<file path="src/rtl/seq_detect_pkg.sv">
// rtl/seq_detect_pkg.sv - shared constants, detection mode and fill-width helper for seq_detect_multi
package seq_detect_pkg;

  localparam int PAT_W_MAX   = 16;
  localparam int NUM_PAT_MAX = 8;

  typedef enum logic {
    MODE_NON_OVERLAP = 1'b0,
    MODE_OVERLAP     = 1'b1
  } det_mode_e;

  // Fill must be able to hold the value PAT_W itself (saturation point).
  function automatic int fill_w(input int pat_w);
    return $clog2(pat_w + 1);
  endfunction

endpackage

</file>
<file path="src/rtl/seq_match_slot.sv">
// rtl/seq_match_slot.sv - one pattern slot: compare, fill tracking, hit register, hit counter when SEQ_DETECT_CNT_EN is defined
module seq_match_slot
  import seq_detect_pkg::*;
#(
  parameter int PAT_W = 4,
  parameter int CNT_W = 8
) (
  input  logic             clk,
  input  logic             rst,
  input  logic             clr_i,
  input  logic             din_vld_i,
  input  logic             en_i,
  input  det_mode_e        mode_i,
  input  logic [PAT_W-1:0] window_i,
  input  logic [PAT_W-1:0] pattern_i,
  output logic             hit_d_o,
  output logic             hit_o,
  output logic [CNT_W-1:0] cnt_o
);

  localparam int                FILL_W   = fill_w(PAT_W);
  localparam logic [FILL_W-1:0] FILL_ARM = FILL_W'(PAT_W - 1);
  localparam logic [FILL_W-1:0] FILL_MAX = FILL_W'(PAT_W);

  logic [FILL_W-1:0] fill_q, fill_d;
  logic              hit_q, hit_d;
  logic              match;

  always_comb begin
    match  = din_vld_i & en_i & (window_i == pattern_i) & (fill_q >= FILL_ARM);
    fill_d = fill_q;
    hit_d  = 1'b0;
    if (clr_i) begin
      fill_d = '0;
    end else if (din_vld_i) begin
      hit_d = match;
      // Non-overlapping: the slot must see a full fresh pattern before it may fire again.
      if (match && mode_i == MODE_NON_OVERLAP) begin
        fill_d = '0;
      end else if (fill_q != FILL_MAX) begin
        fill_d = fill_q + 1'b1;
      end
    end
  end

  always_ff @(posedge clk or posedge rst) begin
    if (rst) begin
      fill_q <= '0;
      hit_q  <= 1'b0;
    end else begin
      fill_q <= fill_d;
      hit_q  <= hit_d;
    end
  end

  assign hit_d_o = hit_d;
  assign hit_o   = hit_q;

`ifdef SEQ_DETECT_CNT_EN
  logic [CNT_W-1:0] cnt_q, cnt_d;

  always_comb begin
    cnt_d = cnt_q;
    if (clr_i) begin
      cnt_d = '0;
    end else if (hit_d && cnt_q != '1) begin
      cnt_d = cnt_q + 1'b1;
    end
  end

  always_ff @(posedge clk or posedge rst) begin
    if (rst) begin
      cnt_q <= '0;
    end else begin
      cnt_q <= cnt_d;
    end
  end

  assign cnt_o = cnt_q;
`else
  assign cnt_o = '0;
`endif

endmodule

</file>
<file path="src/rtl/seq_detect_multi.sv">
// rtl/seq_detect_multi.sv - multi-pattern serial detector top; per-slot hit counters enabled by SEQ_DETECT_CNT_EN
module seq_detect_multi
  import seq_detect_pkg::*;
#(
  parameter int PAT_W   = 4,
  parameter int NUM_PAT = 2,
  parameter int CNT_W   = 8
) (
  input  logic                     clk,
  input  logic                     rst,
  input  logic                     din_vld,
  input  logic                     din,
  input  logic                     clr,
  input  logic                     overlap,
  input  logic [NUM_PAT-1:0]       pat_en,
  input  logic [NUM_PAT*PAT_W-1:0] pat_cfg,
  output logic [NUM_PAT-1:0]       hit,
  output logic                     hit_any,
  output logic [NUM_PAT*CNT_W-1:0] hit_cnt
);

  logic [PAT_W-2:0]   hist_q, hist_d;
  logic [PAT_W-1:0]   window;
  logic [NUM_PAT-1:0] hit_d;
  logic               hit_any_q, hit_any_d;
  det_mode_e          mode;

  assign window = {hist_q, din};
  assign mode   = det_mode_e'(overlap);

  always_comb begin
    hist_d    = hist_q;
    hit_any_d = 1'b0;
    if (clr) begin
      hist_d = '0;
    end else begin
      hit_any_d = |hit_d;
      if (din_vld) begin
        hist_d = window[PAT_W-2:0];
      end
    end
  end

  always_ff @(posedge clk or posedge rst) begin
    if (rst) begin
      hist_q    <= '0;
      hit_any_q <= 1'b0;
    end else begin
      hist_q    <= hist_d;
      hit_any_q <= hit_any_d;
    end
  end

  assign hit_any = hit_any_q;

  for (genvar i = 0; i < NUM_PAT; i++) begin : g_slot
    seq_match_slot #(
      .PAT_W (PAT_W),
      .CNT_W (CNT_W)
    ) u_slot (
      .clk       (clk),
      .rst       (rst),
      .clr_i     (clr),
      .din_vld_i (din_vld),
      .en_i      (pat_en[i]),
      .mode_i    (mode),
      .window_i  (window),
      .pattern_i (pat_cfg[i*PAT_W +: PAT_W]),
      .hit_d_o   (hit_d[i]),
      .hit_o     (hit[i]),
      .cnt_o     (hit_cnt[i*CNT_W +: CNT_W])
    );
  end

endmodule

</file>
<file path="config.mk">
export PLATFORM = sky130hd
export DESIGN_NAME = seq_detect_multi
export DESIGN_NICKNAME = d
export VERILOG_FILES = /design/src/rtl/seq_detect_pkg.sv /design/src/rtl/seq_match_slot.sv /design/src/rtl/seq_detect_multi.sv
export SDC_FILE = /design/constraint.sdc
export NUM_CORES = 1
export LEC_CHECK = 0
export CAP_MARGIN = 40
export CORE_AREA = 2 2 50 52
export DETAILED_ROUTE_END_ITERATION = 6
export DIE_AREA = 0 0 52 54
export HOLD_SLACK_MARGIN = 0.05
export PLACE_DENSITY = 0.79
export SLEW_MARGIN = 20
export SYNTH_ARGS = -nofsm -noshare
export SYNTH_HDL_FRONTEND = slang
export SYNTH_HIERARCHICAL = 1
export SYNTH_SLANG_ARGS = --single-unit
</file>
<file path="constraint.sdc">
create_clock -name clk -period 1.9 [get_ports clk]
set_clock_uncertainty 0.15 [all_clocks]
set_input_delay 0.475 -clock clk [delete_from_list [all_inputs] [get_ports clk]]
set_output_delay 0.475 -clock clk [all_outputs]
set_load 0.01 [all_outputs]
</file>
# ---- Yosys cells after proc, flatten, opt, wreduce, memory -nomap -nowiden
# Index checks and enable logic that the tools add are counted.
dict set report op_classes {
  n_addsub 2
  order_cmp 2
  n_eq_ne 4
  n_mux 15
  n_bitwise 7
  reduce_logical 8
}
# operator count
set ops {}
lappend ops {{$mux W3} 10}
lappend ops {{$eq A4 B4 Y1} 2}
lappend ops {{$add A3 B1 Y3 const B} 2}
lappend ops {{$and A1 B1 Y1} 6}
lappend ops {{$ge A3 B2 Y1 const B} 2}
lappend ops {{$ne A3 B3 Y1 const B} 2}
lappend ops {{$reduce_bool A3 Y1} 2}
lappend ops {{$mux W1} 5}
lappend ops {{$reduce_and A2 Y1} 2}
lappend ops {{$logic_and A1 B1 Y1} 2}
lappend ops {{$reduce_bool A2 Y1} 1}
lappend ops {{$reduce_or A2 Y1} 1}
lappend ops {{$not A1 Y1} 1}
dict set report totals {
  regBits 12
  in_bits 16
  out_inout_bits 19
}

# ---- Logic depth before layout (Yosys ltp)
dict set report logic_depth {
  ltp_word 7
  mapped_depth 7
  depth_no_buf 7
}

# ---- Modules after synthesis
# Netlist, hierarchy kept.
# module n_inst cells_each area_each_um2
set modules_own_cells {}
lappend modules_own_cells {seq_match_slot 2 46 406.6}
lappend modules_own_cells {seq_detect_multi 1 13 152.6}

# ---- Worst setup path after synthesis
# No wires, ideal clock.
dict set report synth_timing {
  path_kind {register to register}
  from {register g_slot[1].u_slot.fill_q[0]}
  to {register hit_any_q, in the netlist hit_any}
  arrival_ns 1.375
  required_time_ns 1.635
  setup_slack_ns 0.260
  path_stages_with_launch 8
  n_path_buf 0
  synth_period_minus_slack_ns 1.640
  path_cell_list {dfrtp_1 ha_1 ha_1 a211oi_1 nor3_2 and3_1 nor2_1 nor2_1}
}
dict set report synth_via {
  elab_chain_cells 6
}
# item line
set synth_rtl {}
lappend synth_rtl {{start: declaration} seq_match_slot.sv:25} ;# logic [FILL_W-1:0] fill_q, fill_d;
lappend synth_rtl {{start signal: assignment} seq_match_slot.sv:51} ;# fill_q <= fill_d;
lappend synth_rtl {{$ge A3 B2 Y1} seq_match_slot.sv:30} ;# match = din_vld_i & en_i & (window_i == pattern_i) & (fill_q >= FILL_ARM);
lappend synth_rtl {{$and A1 B1 Y1} seq_match_slot.sv:30}
lappend synth_rtl {{$mux W1} seq_match_slot.sv:35} ;# end else if (din_vld_i) begin
lappend synth_rtl {{$mux W1} seq_match_slot.sv:33} ;# if (clr_i) begin
lappend synth_rtl {{net hit_d[1]} seq_detect_multi.sv:24} ;# logic [NUM_PAT-1:0] hit_d;
lappend synth_rtl {{$reduce_or A2 Y1} seq_detect_multi.sv:37} ;# hit_any_d = |hit_d;
lappend synth_rtl {{$mux W1} seq_detect_multi.sv:34} ;# if (clr) begin
lappend synth_rtl {{net hit_any_d} seq_detect_multi.sv:25} ;# logic hit_any_q, hit_any_d;
lappend synth_rtl {{end signal: assignment} seq_detect_multi.sv:50} ;# hit_any_q <= hit_any_d;
lappend synth_rtl {{end: declaration} seq_detect_multi.sv:25}
# The timed path passes the listed nets, and every way through them passes these cells.
# A chain may end at the register's enable or synchronous reset.

# ---- Worst setup path after layout
dict set report layout_timing {
  from {input pat_cfg[6]}
  to {register g_slot[1].u_slot.fill_q[1]}
}
dict set report layout_via {
  elab_chain_cells 7
  elab_cells_between_ends 9
  classes_between {eq/ne (1); mux (3); bitwise (2); reduce/logical (3)}
}
# item line
set layout_rtl {}
lappend layout_rtl {{start: declaration} seq_detect_multi.sv:16} ;# input logic [NUM_PAT*PAT_W-1:0] pat_cfg,
lappend layout_rtl {{$eq A4 B4 Y1 *} seq_match_slot.sv:30}
lappend layout_rtl {{$and A1 B1 Y1 * (2 in series)} seq_match_slot.sv:30}
lappend layout_rtl {{$logic_and A1 B1 Y1 *} seq_match_slot.sv:38} ;# if (match && mode_i == MODE_NON_OVERLAP) begin
lappend layout_rtl {{$mux W3} seq_match_slot.sv:38}
lappend layout_rtl {{$mux W3} seq_match_slot.sv:35}
lappend layout_rtl {{$mux W3} seq_match_slot.sv:33}
# Mark *: on every way between the ends. The rest lies on a longest branch, timed or not. The select of a mux whose other input is x is not followed.

==> metrics.yaml <==
fmax_ghz: 0.542
critical_path_class: "input pin to register"
ctsLongestPathBuffers: 2
wl_per_cell_um: 12.5
final_area_um2: 1220
track_usage_pct: 15.7
hold_violations: 0
ios: 35
critPathCaptureType: "register"
cp_max_fo: 3
regToRegEndpoint: "g_slot[1].u_slot/fill_q[0]"
period_needed_ps: 1840
dieWidth_um: 52
drc: 0
yosys.area.top_type_share_pct: 31.1
seq_area_frac_synth_pct: 31.1
placed_cells: 155
ys_warn_count: 6
grt_pass1_wl_mm: 3.18
finalCritPeriodShare_pct: 97.1
num_rows: 18
grt_start_max_net_pins: 19
tns_ps: 0
dp_slack_ps: -313
nets: 152
clkTransAtPathRegs_ps: 70
rr_startpoint: "g_slot[1].u_slot/fill_q[0]"
gp_congestion: 0.784
rrSetupSlack_ps: 80
synth_top_area_cell: "dfrtp_1"
layout.cells.non_filler: 159
clock_sinks: 12
drv_cap: 0
n_antenna_cell: 0
met1Wirelength_um: 849
start_kind: "input pin"
crit_chain: "clkdlybuf4s50_1 > xor2_1 > nor4_4 > a211oi_1 > a311o_1"
area_growth_pct: 25.9
drt-pass1-iter-count: 4
reg2reg_depth: 6
cts_tree: "yes"
core-area_um2: 2320
antenna_found_initial: 0
vias: 760
ys.flop_type: "dfrtp_1"
die_area_um2: 2810
crit_required_ps: 1910
wl_met2_mm: 1.07
cts_setup_buffers: 0
hold_path_class: "input pin to asynchronous set/reset pin"
portBuffers: 18
dieHeight_um: 54
drv_slew: 0
syn_inst: 105
ctsRootBufferMaster: "clkbuf_4"
cts_buffers: 3
cp-endpoint: "g_slot[1].u_slot/fill_q[1]"
synth_area_leaders: "dfrtp_1 (31%), buf_4 (12%), ha_1 (7.8%)"
slowest_stage: "clkdlybuf4s50_1"
async_flop_share_pct: 100
p_leak_nw: 0.585
whs_ps: 299
synthesis.area_um2: 966
met3_length_um: 52
power_mw: 0.699
outcome: "finished clean"
ant_nets: 0
synth_cell_types: 21
pwr_density_cell_nw_per_um2: 575
arrival_ps: 1860
crit_start: "pat_cfg[6]"
setup_ws_ps: 55.9
drive_gt1_share_pct: 16.3
final-setup-viol-count: 0
route.top_layer_used: "met4"
cts-hold-fix-buffers: 0
routed_via_density: 4.78
clk_latency_ps: 280
dpl.hpwl_mm: 1.58
grt_pass1_vias: 750
post_dp_cell_area_um2: 1160
routed_wirelength_mm: 1.99
max_stage_delay_ps: 420
final_cell_mix: "conb_1 (16), clkdlybuf4s50_1 (15), dfrtp_1 (12)"
synth_edf_count: 0
synth_seq_cells: 12
overflow: 0
syn_area_per_cell_um2: 9.20
finish.utilization_pct: 52.4
ir_drop_mv: 0.378
layout_commonest_cell: "conb_1"
floorplan.initialDensity_pct: 41.6
drt_iter0_drc: 12
htree_levels: 1
-- critical path, delay by kind of cell --
kind	cells	cell delay, ps
buffers and inverters	1	420
AND/OR/NAND/NOR	1	300
AO/OA/AOI/OAI	2	460
XOR/XNOR	1	210
-- final cells by class --
type / instances / area, um2
Clock buffer: 4 / 36.3
Fill cell: 212 / 1100
Inverter: 11 / 41.3
Multi-Input combinational cell: 80 / 574
Sequential cell: 12 / 300
Tap cell: 30 / 37.5
Timing Repair Buffer: 22 / 226
-- repair_timing --
item,CTS,global route
cloned,0,0
resized for setup,1,5
endpoints found under the setup margin,4,5
pin swaps,0,3
-- sequential cells by signal, indices dropped and copies added (netlist names) --
signal	cells
g_slot.u_slot/fill_q	6
hit_any	1
hist_q	3
g_slot.u_slot/hit_o	2
-- cell families after synthesis --
kind of cell               Yosys count  share of synthesized area, %
AOI/OAI and AO/OA                   16                          13.5
xor gates and xnor gates             8                          7.25
other                                2                         0.777
muxes                                3                          3.11
adders and majority gates            6                          7.77
and+or+nand+nor                     31                          19.8
DFF                                 12                          31.1
buffers and inverters               27                          16.7
-- how the worst min path moves through the flow --
stage	end	cells after the start
2_1_floorplan	g_slot[0].u_slot/fill_q[0]	1
3_3_place_gp	g_slot[1].u_slot/fill_q[2]	1
3_5_place_dp	g_slot[1].u_slot/fill_q[2]	1
4_1_cts	g_slot[1].u_slot/hit_o	2
5_1_grt	g_slot[0].u_slot/hit_o	2
6_report	g_slot[1].u_slot/hit_o	2
-- layer usage --
layer / vias up / GRT usage (%)
li1: 376 / -
met1: 368 / 17.3
met2: 12 / 30.2
met3: 4 / 2.78
met4: 0 / 5.26
met5: - / 0
-- report_power, final --
group | total, mW | internal (mW) | switching, mW
clock network | 0.201 | 0.117 | 0.0845
logic | 0.201 | 0.0902 | 0.110
registers | 0.297 | 0.274 | 0.0236
-- Yosys cell counts (3+ instances only) --
library cell	instances
a211oi_1	6
a311o_1	4
buf_4	16
dfrtp_1	12
ha_1	6
inv_1	11
mux2i_1	3
nand3_1	4
nor2_1	11
nor3_1	4
xor2_1	8
Note: power is estimated with default switching activity, not from simulation.
